$ cat src/rtl/the_pkg.sv
// Shared operand-B widths, source-select encoding and immediate extension helper.
package the_pkg;
    localparam int N       = 32;
    localparam int ImmBits = 16;

    typedef enum logic [1:0] {
        SRC_REG    = 2'd0,
        SRC_IMM_ZX = 2'd1,
        SRC_IMM_SX = 2'd2,
        SRC_IMM_UP = 2'd3
    } src_sel_t;

    // Shift form of the upper-placement case keeps N == ImmBits legal.
    function automatic logic [N-1:0] extend_imm(src_sel_t sel, logic [ImmBits-1:0] imm);
        logic [N-1:0] r;
        case (sel)
            SRC_IMM_SX: r = N'($signed(imm));
            SRC_IMM_UP: r = N'(imm) << (N - ImmBits);
            default:    r = N'(imm);
        endcase
        return r;
    endfunction
endpackage

$ cat src/rtl/opb_fifo.sv
// Generic WIDTH x DEPTH synchronous FIFO with synchronous flush; data visible one cycle after push.
// Backpressure: wr_ready drops when full (no pass-through on pop); rd_data reads 0 while empty.
module opb_fifo #(
    parameter int WIDTH = 32,
    parameter int DEPTH = 2
) (
    input  logic             clk,
    input  logic             rst_n,
    input  logic             flush,
    input  logic             wr_valid,
    output logic             wr_ready,
    input  logic [WIDTH-1:0] wr_data,
    output logic             rd_valid,
    input  logic             rd_ready,
    output logic [WIDTH-1:0] rd_data
);
    localparam int PW = $clog2(DEPTH);
    localparam logic [PW:0] FULL = (PW+1)'(DEPTH);

    logic [WIDTH-1:0] mem [DEPTH];
    logic [PW-1:0]    wr_ptr;
    logic [PW-1:0]    rd_ptr;
    logic [PW:0]      count;
    logic             push;
    logic             pop;

    assign wr_ready = (count != FULL);
    assign rd_valid = (count != '0);
    assign rd_data  = rd_valid ? mem[rd_ptr] : '0;
    assign push     = wr_valid & wr_ready;
    assign pop      = rd_valid & rd_ready;

    always_ff @(posedge clk or negedge rst_n) begin
        if (!rst_n) begin
            wr_ptr <= '0;
            rd_ptr <= '0;
            count  <= '0;
        end else if (flush) begin
            wr_ptr <= '0;
            rd_ptr <= '0;
            count  <= '0;
        end else begin
            if (push) wr_ptr <= wr_ptr + 1'b1;
            if (pop)  rd_ptr <= rd_ptr + 1'b1;
            case ({push, pop})
                2'b10:   count <= count + 1'b1;
                2'b01:   count <= count - 1'b1;
                default: ;
            endcase
        end
    end

    // Storage needs no reset: empty entries are masked by count.
    always_ff @(posedge clk) begin
        if (push && !flush) mem[wr_ptr] <= wr_data;
    end
endmodule

$ cat src/rtl/operand_b_queue.sv
// Operand-B select/extend (optional EX/MEM forwarding under OPB_FWD_EN) feeding a DEPTH-entry queue.
// Latency 1 cycle push->out_valid; in_ready is registered-count based, so execute stalls never reach decode combinationally.
module operand_b_queue #(
    parameter int N        = the_pkg::N,
    parameter int IMM_BITS = the_pkg::ImmBits,
    parameter int DEPTH    = 2,
    parameter int RA_BITS  = 5
) (
    input  logic                clk,
    input  logic                rst_n,
    input  logic                flush,
    input  logic                in_valid,
    output logic                in_ready,
    input  logic [1:0]          src_sel,
    input  logic [IMM_BITS-1:0] imm,
    input  logic [N-1:0]        qs,
    input  logic [RA_BITS-1:0]  rs_addr,
    input  logic                fwd_valid,
    input  logic [RA_BITS-1:0]  fwd_addr,
    input  logic [N-1:0]        fwd_data,
    output logic                out_valid,
    input  logic                out_ready,
    output logic [N-1:0]        operand
);
    import the_pkg::*;

    src_sel_t     sel;
    logic [N-1:0] ext;
    logic [N-1:0] push_data;

    assign sel = src_sel_t'(src_sel);

    always_comb begin
        case (sel)
            SRC_REG:    ext = qs;
            SRC_IMM_ZX: ext = N'(imm);
            SRC_IMM_SX: ext = N'($signed(imm));
            default:    ext = N'(imm) << (N - IMM_BITS);
        endcase
    end

`ifdef OPB_FWD_EN
    // Register 0 is hardwired, so a write to it must never shadow the read.
    logic fwd_hit;
    assign fwd_hit   = (sel == SRC_REG) && fwd_valid && (fwd_addr == rs_addr) && (fwd_addr != '0);
    assign push_data = fwd_hit ? fwd_data : ext;
`else
    logic unused_fwd;
    assign unused_fwd = fwd_valid ^ (^fwd_addr) ^ (^fwd_data) ^ (^rs_addr);
    assign push_data  = ext;
`endif

    opb_fifo #(
        .WIDTH (N),
        .DEPTH (DEPTH)
    ) u_fifo (
        .clk      (clk),
        .rst_n    (rst_n),
        .flush    (flush),
        .wr_valid (in_valid),
        .wr_ready (in_ready),
        .wr_data  (push_data),
        .rd_valid (out_valid),
        .rd_ready (out_ready),
        .rd_data  (operand)
    );
endmodule
$ cat config.mk
export PLATFORM = sky130hd
export DESIGN_NAME = operand_b_queue
export DESIGN_NICKNAME = d
export VERILOG_FILES = /design/src/rtl/the_pkg.sv /design/src/rtl/opb_fifo.sv /design/src/rtl/operand_b_queue.sv
export SDC_FILE = /design/constraint.sdc
export NUM_CORES = 1
export LEC_CHECK = 0
export BUFFER_PORTS_ARGS = -buffer_cell sky130_fd_sc_hd__buf_2
export CAP_MARGIN = 40
export CELL_PAD_IN_SITES_DETAIL_PLACEMENT = 0
export CELL_PAD_IN_SITES_GLOBAL_PLACEMENT = 1
export CORE_UTILIZATION = 37
export DETAILED_ROUTE_END_ITERATION = 10
export PLACE_DENSITY_LB_ADDON = 0.08
export SLEW_MARGIN = 0
export SYNTH_ARGS = -nofsm -noshare
export SYNTH_HDL_FRONTEND = slang
export SYNTH_SLANG_ARGS = --single-unit
$ cat constraint.sdc
create_clock -name clk -period 4.7 [get_ports clk]
set_clock_uncertainty 0.15 [all_clocks]
set_input_delay 0.47 -clock clk [delete_from_list [all_inputs] [get_ports clk]]
set_output_delay 0.47 -clock clk [all_outputs]
set_load 0.03 [all_outputs]
==> out/metrics.cfg <==
[cts]
cts_buffers=9
cts_tree=done
cts_root_buf=clkbuf_8
postCtsSetupBuffers=0
clk_latency_ns=0.33
path_clk_slew_ns=0.07
htreeDepth=3
cts_buffer_depth=2
cts_resized=0
cts.sinks=68

[cells_and_area]
layout-drive-gt1-share_pct=31.9
area_growth_pct=21.5
fin_nets=454
num_antenna_cells=0

[run_status]
outcome=complete, no violations

[power_and_ir_drop]
p_int_w=0.00103
total_power_w=0.00140
p_switching_w=0.000373
power_frac_clock_pct=32.0
ir_drop_mv=0.146
seqPwrFrac_pct=50.7
swShare_pct=26.7
power_density_nw_per_um2=350
p_comb_share_pct=17.4
p_leak_nw=1.58

[routing]
wirelength_mm=7.56
firstDrtPassIters=4
drtIter0Drc=67
drc_errors=0
vias=2331
viasPerCell=4.97
ant_nets=0
post_drt_wl_per_cell_um=16.1

[timing]
hold_slack_ns=0.237
timing.final.max_slew_violations=0
layout_min_cycle_time_ns=2.41
rsz0062_at_grt=false
fmax_mhz=414
fin_crit_sh_pct=51.4
hold_violations=0
tightest_slew_ns=0.863
setup_viol=0
slew_headroom_pct=42.5
tns_ns=0

[yosys]
yosysWarnings=0
synth_most_common_cell=edfxtp_1
synth_area_per_cell_um2=12.1
yosysTopAreaCell=edfxtp_1
synth_nets=369
synth_edf_count=64
yosysTopAreaCellShare_pct=58.5
ys_ff_latch=68
synth_area_leaders=edfxtp_1 59%, mux2i_1 15%, a21oi_1 7.0%
ys.flop_type=edfxtp_1
synth_commonest_cells=64 x edfxtp_1, 48 x mux2i_1, 46 x a21oi_1
async_reset_ff_share_pct=5.88
synthDistinctLibCells=23
synthCells=271
yosysSeqAreaShare_pct=61.6
syn_area_um2=3280

[floorplan]
row_count=34
die-area_um2=9250
die_h_um=96.2
start_util_pct=38.0
core_area_um2=8640
io_pins=132
die_width_um=96.2

[worst_setup_path]
rrSetupSlack_ns=2.71
arrival_ns=1.79
rr_startpoint=u_fifo.count[1]
crit_required_ns=4.08
end_kind=primary output
path_class=reg2out
r2r_end=u_fifo.mem[1][26]
cp-start-kind=flip-flop
startpoint=u_fifo.rd_ptr
worstRegToRegCells=5
cp_max_fo=23
crit_end=operand[19]

[placed_design]
dp_hpwl_mm=4.90
port_buffers=88
gp_congestion=0.741

[grt]
grt_start_max_net_pins=50
gr-total-overflow=0
grt_pass1_vias=2184
antenna_found_initial=1
grt_pass1_wl_mm=11.4
track_usage_pct=17.0

[run]
max-cap-violations=0

[min_path]
hp-class=in2reg

state kept, by name, indices dropped and copies added, names as in the netlist:
name and flops:
u_fifo.count 2, u_fifo.mem 64, u_fifo.rd_ptr 1, u_fifo.wr_ptr 1
routing by layer:
layer	vias to the layer above	routed length [µm]	GRT usage [%]
li1	1158	-	-
met1	1109	3280	21.3
met2	56	3790	28.2
met3	8	392	4.27
met4	0	93	6.72
met5	-	0	0
power by group through the flow:
stage | combinational [W] | clock, W | sequential [W]
after floorplan | 0.000169 | 0 | 0.000717
after global placement | 0.000232 | 0 | 0.000730
after detailed placement | 0.000246 | 0 | 0.000722
after CTS | 0.000247 | 0.000460 | 0.000709
after global routing | 0.000267 | 0.000483 | 0.000711
final | 0.000243 | 0.000447 | 0.000709
layout make-up:
cell class              count  area (µm²)
flip-flops and latches     68        2020
clock inverters             5        52.6
clock buffers              11         131
repair buffers             94         500
inverters                   4        15.0
multi-input cells         179        1130
well taps                 108         135
fillers                   847        4650
timing repair:
| item | in CTS | in global routing |
|---|---|---|
| endpoints found under the setup margin | 0 | 0 |
| hold buffers | 1 | 0 |
| endpoints found under the hold margin | 4 | 0 |
through the flow:
stage | instance area (µm²) | utilization (%) | setup WS [ns] | std cells
2_1_floorplan | 3280 | - | 0.753 | 271
5_1_grt | 3990 | 46.2 | 2.20 | 469
6_report | 3990 | 46.2 | 2.29 | 469
3_3_place_gp | 3780 | 43.7 | 2.26 | 451
3_5_place_dp | 3800 | 44.0 | 2.30 | 452
4_1_cts | 3990 | 46.2 | 2.26 | 469
how the worst min path moves through the flow:
stage,slack [ns],endpoint,depth (start not counted),start
global placement,0.13,u_fifo.count[1],1,rst_n
CTS,0.23,u_fifo.wr_ptr,2,flush
global route,0.23,u_fifo.count[1],2,flush
finish,0.24,u_fifo.wr_ptr,2,flush
detailed placement,0.13,u_fifo.wr_ptr,1,rst_n
floorplan,0.02,u_fifo.count[0],0,rst_n
layout by cell type, fill, tap and decap left out, drive strengths merged, types with 2 or more instances in the layout:
cell / count
o21ai: 17
a22o: 3
a21oi: 46
clkinv: 4
nor2b: 3
nand2: 16
nor2: 35
nor3b: 2
xor2: 2
dfrtp: 4
inv: 4
buf: 93
a21o: 2
clkbuf: 11
edfxtp: 64
mux2i: 48
kinds of logic (layout without fill, tap and decap cells):
| family | Yosys count | count (layout) | synth area share (%) |
|---|---|---|---|
| simple gates | 60 | 60 | 7.85 |
| buf+inv | 24 | 114 | 4.31 |
| compound gates | 69 | 69 | 11.1 |
| flops | 68 | 68 | 61.6 |
| xor+xnor | 2 | 2 | 0.534 |
| mux | 48 | 48 | 14.6 |
worst max-delay path, stage by stage (launching register included):
cell     delay (ns)
dfrtp_2        0.59
buf_12         0.26
mux2i_1        0.33
nor2_1         0.08
buf_2          0.19
Power figures use the tool's default switching activity.
